===== config.mk =====
export PLATFORM = sky130hd
export DESIGN_NAME = ucaspian_packet_encoder
export DESIGN_NICKNAME = d
export VERILOG_FILES = /design/src/rtl/ucaspian_packet_encoder.sv
export SDC_FILE = /design/constraint.sdc
export NUM_CORES = 1
export LEC_CHECK = 0
export ABC_AREA = 1
export BUFFER_PORTS_ARGS = -buffer_cell sky130_fd_sc_hd__buf_2
export CORE_MARGIN = 2
export CORE_UTILIZATION = 50
export CTS_CLUSTER_SIZE = 8
export DETAILED_ROUTE_END_ITERATION = 16
export PLACE_DENSITY_LB_ADDON = 0.2
export SETUP_SLACK_MARGIN = 0.1
export SYNTH_ARGS = -nofsm -noshare
export SYNTH_HDL_FRONTEND = slang
export SYNTH_SLANG_ARGS = --single-unit

===== constraint.sdc =====
create_clock -name clk -period 3.8 [get_ports clk]
set_input_delay 0 -clock clk [delete_from_list [all_inputs] [get_ports clk]]
set_output_delay 0 -clock clk [all_outputs]
set_load 0.02 [all_outputs]

===== src/rtl/ucaspian_packet_encoder.sv =====
// ucaspian_packet_encoder: arbitrates core status requests and serializes them as opcode-prefixed byte packets
// Ports: clk, reset (async active-low); clear_done/ack_sent, metric_value/metric_send/metric_overflow,
// time_current/time_update/time_sent, output_fire_addr/output_fire_waiting/output_fire_sent handshakes;
// tx_data/tx_valid/tx_ready byte stream toward the host FIFO; busy while a packet or metric is outstanding.
module ucaspian_packet_encoder #(
  parameter logic [7:0] OP_CLEAR  = 8'h01,
  parameter logic [7:0] OP_METRIC = 8'h02,
  parameter logic [7:0] OP_TIME   = 8'h03,
  parameter logic [7:0] OP_FIRE   = 8'h04
) (
  input  logic        clk,
  input  logic        reset,
  input  logic        clear_done,
  output logic        ack_sent,
  input  logic [7:0]  metric_value,
  input  logic        metric_send,
  output logic        metric_overflow,
  input  logic [31:0] time_current,
  input  logic        time_update,
  output logic        time_sent,
  input  logic [7:0]  output_fire_addr,
  input  logic        output_fire_waiting,
  output logic        output_fire_sent,
  output logic [7:0]  tx_data,
  output logic        tx_valid,
  input  logic        tx_ready,
  output logic        busy
);
  typedef enum logic [1:0] {IDLE, SEND, DONE} state_t;
  typedef enum logic [1:0] {K_CLEAR, K_METRIC, K_TIME, K_FIRE} kind_t;
  state_t      state;
  kind_t       kind;
  logic [39:0] shreg;
  logic [2:0]  cnt;
  logic        metric_pending;
  logic [7:0]  metric_reg;
  logic        load_metric;
  assign load_metric      = (state == IDLE) && !clear_done && metric_pending;
  assign tx_valid         = (state == SEND);
  assign tx_data          = shreg[39:32];
  assign ack_sent         = (state == DONE) && (kind == K_CLEAR);
  assign time_sent        = (state == DONE) && (kind == K_TIME);
  assign output_fire_sent = (state == DONE) && (kind == K_FIRE);
  assign busy             = (state != IDLE) || metric_pending;
  always_ff @(posedge clk or negedge reset) begin
    if (!reset) begin
      state           <= IDLE;
      kind            <= K_CLEAR;
      shreg           <= '0;
      cnt             <= '0;
      metric_pending  <= 1'b0;
      metric_reg      <= '0;
      metric_overflow <= 1'b0;
    end else begin
      // a pulse landing while the pending value is being loaded refills the slot instead of overflowing
      if (metric_send && (!metric_pending || load_metric)) begin
        metric_reg     <= metric_value;
        metric_pending <= 1'b1;
      end else if (metric_send) begin
        metric_overflow <= 1'b1;
      end else if (load_metric) begin
        metric_pending <= 1'b0;
      end
      case (state)
        IDLE: begin
          if (clear_done) begin
            kind  <= K_CLEAR;
            shreg <= {OP_CLEAR, 32'h0};
            cnt   <= 3'd1;
            state <= SEND;
          end else if (metric_pending) begin
            kind  <= K_METRIC;
            shreg <= {OP_METRIC, metric_reg, 24'h0};
            cnt   <= 3'd2;
            state <= SEND;
          end else if (time_update) begin
            kind  <= K_TIME;
            shreg <= {OP_TIME, time_current};
            cnt   <= 3'd5;
            state <= SEND;
          end else if (output_fire_waiting) begin
            kind  <= K_FIRE;
            shreg <= {OP_FIRE, output_fire_addr, 24'h0};
            cnt   <= 3'd2;
            state <= SEND;
          end
        end
        SEND: begin
          if (tx_ready) begin
            shreg <= {shreg[31:0], 8'h0};
            cnt   <= cnt - 3'd1;
            state <= (cnt == 3'd1) ? DONE : SEND;
          end
        end
        default: state <= IDLE;
      endcase
    end
  end
endmodule


# Yosys cells after proc, flatten, opt, wreduce, memory -nomap -nowiden
# Cells that the tools add are included.
[classes]
n_addsub = 1
n_eq_ne = 8
mux = 26
bitwise_logic = 1
n_reduce_logical = 21
[op_table]
columns = ["op", "n"]
rows = [
  ["$mux W40", 5],
  ["$pmux W40 S2", 1],
  ["$mux W2", 10],
  ["$mux W3", 5],
  ["$reduce_and A2 Y1", 4],
  ["$eq A2 B2 Y1 const B", 3],
  ["$logic_and A1 B1 Y1", 6],
  ["$pmux W3 S2", 1],
  ["$reduce_bool A2 Y1", 3],
  ["$ne A5 B5 Y1 const B", 1],
  ["$logic_not A2 Y1", 2],
  ["$ne A2 B1 Y1 const B", 2],
  ["$pmux W2 S2", 1],
  ["$reduce_bool A4 Y1", 1],
  ["$eq A3 B1 Y1 const B", 1],
  ["$mux W1", 3],
  ["$reduce_and A3 Y1", 1],
  ["$sub A3 B1 Y3 const B", 1],
  ["$eq A2 B1 Y1 const B", 1],
  ["$logic_not A1 Y1", 2],
  ["$logic_or A1 B1 Y1", 2],
  ["$not A1 Y1", 1],
]
[word_totals]
register_bits = 57
in_bits = 55
output_inout_bits = 14
wordCells = 64

# Longest topological paths before layout
# Gate-level depths: netlist of run 1.
[depth]
ltp_word = 7
depth_mapped = 9

# Worst setup path before layout of run 1
# OpenSTA, ideal clock, no wires.
[synth_timing]
path_type = "reg-to-reg"
startpoint = "register state[0]"
endpoint = "register shreg[14]"
setup_ps = 117
arrival_time_ps = 1234
path_slack_ps = 2449
path_stages_with_launch = 8
path_buffers = 3
synth_period_minus_slack_ps = 1351
path_cell_list = "dfrtp_1 buf_4 a21oi_2 nand2_1 buf_4 buf_4 nand2_1 nand2_1"
[synth_between]
elab_chain_cells = 3
word_cells_on_any_way = 7
classes_between = "3 x eq/ne; 1 x mux; 3 x reduce/logical"
[synth_lines]
columns = ["item", "line_no", "rtl"]
rows = [
  ["start: declaration", "31", "state_t state;"],
  ["start signal: assignment", "92", "state <= (cnt == 3'd1) ? DONE : SEND;"],
  ["$logic_not A2 Y1 / $eq A2 B1 Y1 (equally long branches)", "64", "case (state)"],
  ["$ne A5 B5 Y1 (no source line), or another cell as far along", "n/a", ""],
  ["$reduce_and A3 Y1 (no source line)", "n/a", ""],
  ["end signal: assignment", "68", "shreg <= {OP_CLEAR, 32'h0};"],
  ["end signal: assignment", "73", "shreg <= {OP_METRIC, metric_reg, 24'h0};"],
  ["end signal: assignment", "78", "shreg <= {OP_TIME, time_current};"],
  ["end: declaration", "33", "logic [39:0] shreg;"],
]
# Several ways; a longest one is shown, not always the timed one.
# A chain may end at the register's enable or synchronous reset.

# Worst setup path after layout of run 1
[layout_timing]
startpoint = "register state[0]"
endpoint = "register shreg[0]"
# The elaborated chain is that of the path after synthesis.

==> key figures, run 1 <==
Route
  • Routed Wire Length: a little over 7000 microns
  • Antenna-violating nets left: 0
  • Initial DRC Count: roughly 160
  • Drt wl/cell: 12.33 microns
  • Residual DRC: 0
  • Drt via density: approximately 4.9
  • First drt pass iteration count: 4
  • DR vias: between 2000 and 3000

Power and ir drop
  • VDD IR-drop max: approximately 0.00035 V
  • Clock power share: a little under a quarter
  • Psw: slightly above 0.9 mW
  • Pwr dens: roughly 590 nW/um^2
  • Static Leak: ~2.2 nW
  • Internal power: between 1 and 1.5 mW
  • Logic gate share of total power: around two fifths
  • Post-layout total power: between 2 and 2.5 mW
  • Switching part of the total: 41.30%
  • Sequential share of power: between 30% and 40%

STA
  • Worst Tran Pin Value: between 0.7 and 0.8 ns
  • Setup slack after layout: between 1 and 1.5 ns
  • Final Skew: around 0.0067 ns
  • RSZ-0062 raised after global routing: false
  • Fin crit share: about three fifths
  • Final setup fails: 0
  • Endpoints failing hold: 0
  • Slew Limit Fails: 0
  • Headroom to the max-slew limit: between 50% and 60%
  • Achievable clock frequency: about 430 MHz
  • Post-route minimum period: ~2.3 ns
  • Sum of negative setup slack: 0 ns

GRT
  • GR Util All Layers: 24.83%
  • Vias in the first global route: 2801
  • First-pass GRT wire length: approximately 12000 microns
  • Largest net degree at the start of global routing: 42
  • Total grt overflow: 0
  • Initial antenna violation count: 0

Place
  • Routability cong.: between 0.7 and 0.8
  • Placed Cells: between 500 and 600
  • Placed Area: about 3300 sq um
  • Port bufs: slightly below 70
  • Place WS: 1.490 ns
  • Detailed placement HPWL: 4587 microns

Logic synthesis
  • Post-synthesis cell area: ~3000 sq um
  • Share of the synthesized area in the top cell type: 47.70%
  • Top FF cell, synth: dfrtp_1
  • Mapped Nets: ~460
  • Async SR Flop Fraction: 100.0%
  • Cells taking the most area after synthesis: dfrtp_1 48%, nand2_1 26%, nand3_1 6.0%, buf_4 3.8%, nor2_1 3.5%
  • Cell taking the most area after synthesis: dfrtp_1
  • Unique masters post-synth: 24
  • EDFF count, synth: 0
  • Post-synthesis average cell area: 7.384 sq um
  • Most common cell in the netlist: nand2_1
  • Post-synthesis sequential element count: 57
  • Cells after Synth: approximately 400
  • Seq/Total Area, Yosys: between 40% and 50%
  • Synth top cells by count: 208 x nand2_1, 57 x dfrtp_1, 36 x nand3_1
  • Yosys warning count: 0

Setup path
  • Worst-path cell chain: inv_2 -> nor2_4 -> nand2_2 -> nand2_2 -> nand3_1 -> nand2_1
  • Crit Path Max Fanout: about 40
  • CP startpoint: state[0]
  • Max incr delay on CP: 0.63 ns
  • WP data required: 4.08 ns
  • Critical path type: reg -> reg
  • Crit-path most repeated cell: nand2_2
  • Crit path DAT: between 2 and 3 ns
  • Crit path launch type: flop
  • Reg2reg start: state[0]
  • Cell count of the worst reg-to-reg path: 6
  • Crit. End Element: flop
  • Slowest-stage cell, CP: dfrtp_1

Clock network
  • Worst-skew pair later-pin latency: around 0.34 ns
  • TritonCTS clock tree: done
  • Clock buffer count from CTS: 9
  • Clock root buffer: clkbuf_8
  • H-tree levels: 3
  • Cts repair resizes: 0
  • Clock Sinks: 57
  • CTS Buffer Depth: 2
  • Clock slew at reported path FFs: roughly 0.070 ns

Finish
  • # nets final: 560
  • Fin cells: just under 600
  • Max reg flops: 40
  • Area Overhead vs Synth: 29.37%
  • Antenna cells: 0
  • Share of layout cells above drive strength 1: 19.88%
  • Filler instances: just under 500
  • Final instance area: 3869 sq um

Die
  • Die area: 6615 sq um
  • # IOs: 69
  • # rows: 28
  • Area of the core: about 5900 sq um
  • Die Span X: 81.34 microns
  • Chip height: 81.34 microns
  • Effective utilization at floorplan: just over 50%

Worst hold path
  • Hold Crit Class: in -> reg
  • WHS Path Cells: 5
  • Critical hold path startpoint: output_fire_addr[1]

Outcome
  • Run status: finished, final reports clean

Run
  • Number of max-cap violations: 0
cell families after synthesis:
| family | synth area share [%] |
|---|---|
| compound gates | 3.682 |
| buf+inv | 8.033 |
| fa+ha+maj | 0.8367 |
| simple gates | 39.75 |
| flops | 47.70 |
repair_timing:
action	CTS	global route
endpoints found under the setup margin	0	0
endpoints found under the hold margin	57	0
setup buffers	0	0
hold buffers	43	0
routing by layer:
metal | wire length [microns] | GRT usage (%)
met3 | 312 | 5.000
met5 | 0 | 0
met4 | 156 | 12.88
met2 | 3528 | 40.66
met1 | 3193 | 31.02
final cells by class:
class                           instances  area (sq um)  area share, %
Sequential cell                        57          1426          36.87
Inverter                               17         63.81          1.649
Timing Repair Buffer                  113         785.8          20.31
Multi-Input combinational cell        305          1324          34.22
Clock inverter                          2         12.51         0.3234
Tap cell                               75         93.84          2.426
Clock buffer                           14         162.7          4.204
critical path, delay by kind of cell, from the launching register on:
kind                   cells  cell delay, ns
buffers and inverters      1            0.11
DFF                        1            0.63
and+or+nand+nor            5            1.50
worst paths after layout:
check,endpoint,slack [ns]
max,shreg[0],1.47
min,shreg[25],0.04
max reg2reg,shreg[0],1.47
min reg2reg,shreg[35],0.46
max in group asynchronous,shreg[25],2.84
min in group asynchronous,shreg[35],0.11
placed cells by master, fill, tap and decap left out:
cell type      count
a21oi_1            1
a21oi_2            6
buf_2             68
buf_4              2
clkbuf_1           3
clkbuf_8          11
clkinv_2           1
clkinvlp_4         1
dfrtp_1           57
dlygate4sd3_1     43
ha_1               2
inv_1             14
inv_2              3
nand2_1          208
nand2_2            2
nand2_4            2
nand3_1           36
nand3_2            1
nand4_1            3
nor2_1            28
nor2_2             1
nor2_4             2
nor2_8             1
nor3_1             2
o21ai_0            5
o21ai_1            4
o21bai_1           1
power groups by stage:
| stage | combinational, mW | clock (mW) | sequential [mW] |
|---|---|---|---|
| 2_1_floorplan | 0.737 | 0 | 0.846 |
| 3_3_place_gp | 0.820 | 0 | 0.883 |
| 3_5_place_dp | 0.829 | 0 | 0.890 |
| 4_1_cts | 0.875 | 0.522 | 0.881 |
| 5_1_grt | 0.991 | 0.548 | 0.906 |
| 6_report | 0.870 | 0.511 | 0.884 |
stage by stage:
stage          util (%)  hold WS [ns]
4_1_cts           66.12       0.03048
5_1_grt           66.12       0.07056
3_5_place_dp      55.77      -0.05548
2_1_floorplan         -       -0.2956
3_3_place_gp      55.77      -0.06033
6_report          66.12       0.04077
Note: power is estimated with default switching activity, not from simulation.
==> run 2: changes to the inputs <==
==> constraint.sdc (replaced) <==
create_clock -name clk -period 2.28 [get_ports clk]
set_input_delay 0 -clock clk [delete_from_list [all_inputs] [get_ports clk]]
set_output_delay 0 -clock clk [all_outputs]
set_load 0.02 [all_outputs]
==> key figures, run 2 (synthesized netlist as in run 1, its figures left out) <==
Clock network
  • H-tree levels: 3 (unchanged)
  • Clock slew at reported path FFs: 0.07 ns (about the same)
  • CTS Buffer Depth: 2 (unchanged)
  • Post-CTS repair timing setup buffer count: 0 (unchanged)
  • TritonCTS clock tree: done
  • Clock root buffer: clkbuf_8
  • Clock buffer count from CTS: 9 (unchanged)
  • Clock Sinks: 57 (unchanged)
  • Worst-skew pair later-pin latency: 0.33 ns (about the same)

Route
  • DR vias: 2872 (+0.28%)
  • Drt wl/cell: 12.27 microns (-0.50%)
  • Antenna-violating nets left: 0 (unchanged)
  • Residual DRC: 0 (unchanged)
  • First drt pass iteration count: 5 (+1)
  • Initial DRC Count: 140 (-15%)
  • Drt via density: 4.926 (+0.28%)
  • Routed Wire Length: 7154 microns (-0.50%)

GRT
  • Vias in the first global route: 2692 (-3.9%)
  • Initial antenna violation count: 0 (unchanged)
  • Total grt overflow: 0 (unchanged)
  • Largest net degree at the start of global routing: 42 (unchanged)
  • GR Util All Layers: 23.06% (-1.8 points)
  • First-pass GRT wire length: 11700 microns (-5.4%)

Setup path
  • Crit. End Element: flop
  • Critical path type: reg -> reg
  • Max incr delay on CP: 0.59 ns (-0.04 ns)
  • Critical path depth: 6 (unchanged)
  • Worst-path cell chain: nor2_4 -> nand2_1 -> nand2_1 -> nand3_1 -> dlygate4sd3_1 -> nand2_1
  • Crit path max-delay family: simple AND/OR/NAND/NOR gates
  • Crit path launch type: flop
  • Crit-path most repeated cell: nand2_1
  • Slowest-stage cell, CP: dlygate4sd3_1
  • Crit Path Max Fanout: 11 (-73%)
  • Worst Path Buf+Inv: 1 (unchanged)
  • Crit path DAT: 2.21 ns (-0.40 ns)
  • Cell count of the worst reg-to-reg path: 6 (unchanged)
  • WP data required: 2.55 ns (-1.53 ns)

STA
  • Endpoints failing hold: 0 (unchanged)
  • Hold WS: 0.02602 ns (-0.01474 ns)
  • Achievable clock frequency: 515.9 MHz (+20%)
  • Slew Limit Fails: 0 (unchanged)
  • Post-route minimum period: 1.939 ns (-0.3917 ns)
  • Worst Tran Pin Value: 0.5416 ns (-0.2005 ns)
  • Headroom to the max-slew limit: 63.89% (+14 points)
  • Final setup fails: 0 (unchanged)
  • Final Skew: 0.006186 ns (-0.0005227 ns)
  • Fin crit share: 85.02% (+24 points)
  • RSZ-0062 raised after global routing: false
  • Sum of negative setup slack: 0 ns (unchanged)

Die
  • Area of the core: 5851 sq um (unchanged)
  • # rows: 28 (unchanged)
  • Effective utilization at floorplan: 51.11% (unchanged)
  • Chip height: 81.34 microns (unchanged)
  • Die Span X: 81.34 microns (unchanged)
  • # IOs: 69 (unchanged)
  • Die area: 6615 sq um (unchanged)

Finish
  • Commonest non-fill, non-tap cell in the layout: nand2_1
  • Area Overhead vs Synth: 30.13%
  • Final instance area: 3891 sq um (+0.58%)
  • Share of layout cells above drive strength 1: 20.87% (+0.98 points)
  • Max reg flops: 40 (unchanged)
  • # nets final: 560 (unchanged)
  • Register area: 1426 sq um (unchanged)
  • Fin cells: 583 (unchanged)
  • Filler instances: 511 (+2.8%)
  • Most frequent cells in the layout: 208 x nand2_1, 68 x buf_2, 57 x dfrtp_1, 39 x dlygate4sd3_1, 36 x nand3_1
  • Post-layout util: 66.51% (+0.38 points)
  • Multi-input gate area: 1324 sq um (unchanged)
  • Antenna cells: 0 (unchanged)

Place
  • Placed Cells: 528 (+0.76%)
  • Placed Area: 3293 sq um (+0.92%)
  • Detailed placement HPWL: 4573 microns (-0.30%)
  • Routability cong.: 0.8216 (+3.2%)
  • Port bufs: 68 (unchanged)

Run
  • Number of max-cap violations: 0 (unchanged)

Worst hold path
  • WHS Path Cells: 4 (-1)
  • Hold Crit Class: in -> reg

Power and ir drop
  • Static Leak: 2.201 nW (+1.4%)
  • VDD IR-drop max: 0.0006272 V (+79%)
  • Pwr dens: 1012 nW/um^2 (+73%)

Outcome
  • Run status: finished, final reports clean
[run 2: where the power goes]
part	internal, mW	switching [mW]
logic	0.512	0.968
registers	1.27	0.193
clock network	0.594	0.397
[run 2: per-stage QoR]
stage,setup slack [ns],power (mW)
after detailed placement,0.6147,2.900
after global placement,0.6594,2.876
after global routing,0.2165,4.233
after CTS,0.3770,3.958
final,0.3415,3.938
after floorplan,0.9294,2.639
[run 2: worst paths after layout]
kind | endpoint | from | slack, ns
max | metric_reg[6] | state[0] | 0.34
min | kind[1] | clear_done | 0.03
max reg2reg | metric_reg[6] | state[0] | 0.34
min reg2reg | shreg[38] | shreg[38] | 0.47
max in group asynchronous | state[1] | reset | 1.44
min in group asynchronous | shreg[27] | reset | 0.19
[run 2: cell type report]
class	count	share of cell area [%]
Clock buffer	14	4.437
Clock inverter	2	0.9003
Inverter	17	1.640
Multi-Input combinational cell	305	34.02
Sequential cell	57	36.66
Tap cell	75	2.412
Timing Repair Buffer	113	19.94
[run 2: timing repair]
action / CTS / global route
gates resized for setup: 0 / 0
hold endpoints to repair: 59 / 0
hold buffers: 39 / 0
[run 2: worst register-to-register path: cells and delay by family (launching register included)]
kind / cells / cell delay [ns]
buf+inv: 1 / 0.59
flops: 1 / 0.55
simple gates: 5 / 0.73
[run 2: routing by layer]
metal | GRT usage, % | share of wire (%)
met1 | 30.45 | 46
met2 | 36.64 | 48
met3 | 4.667 | 4.1
met4 | 10.17 | 1.6
met5 | 0 | 0
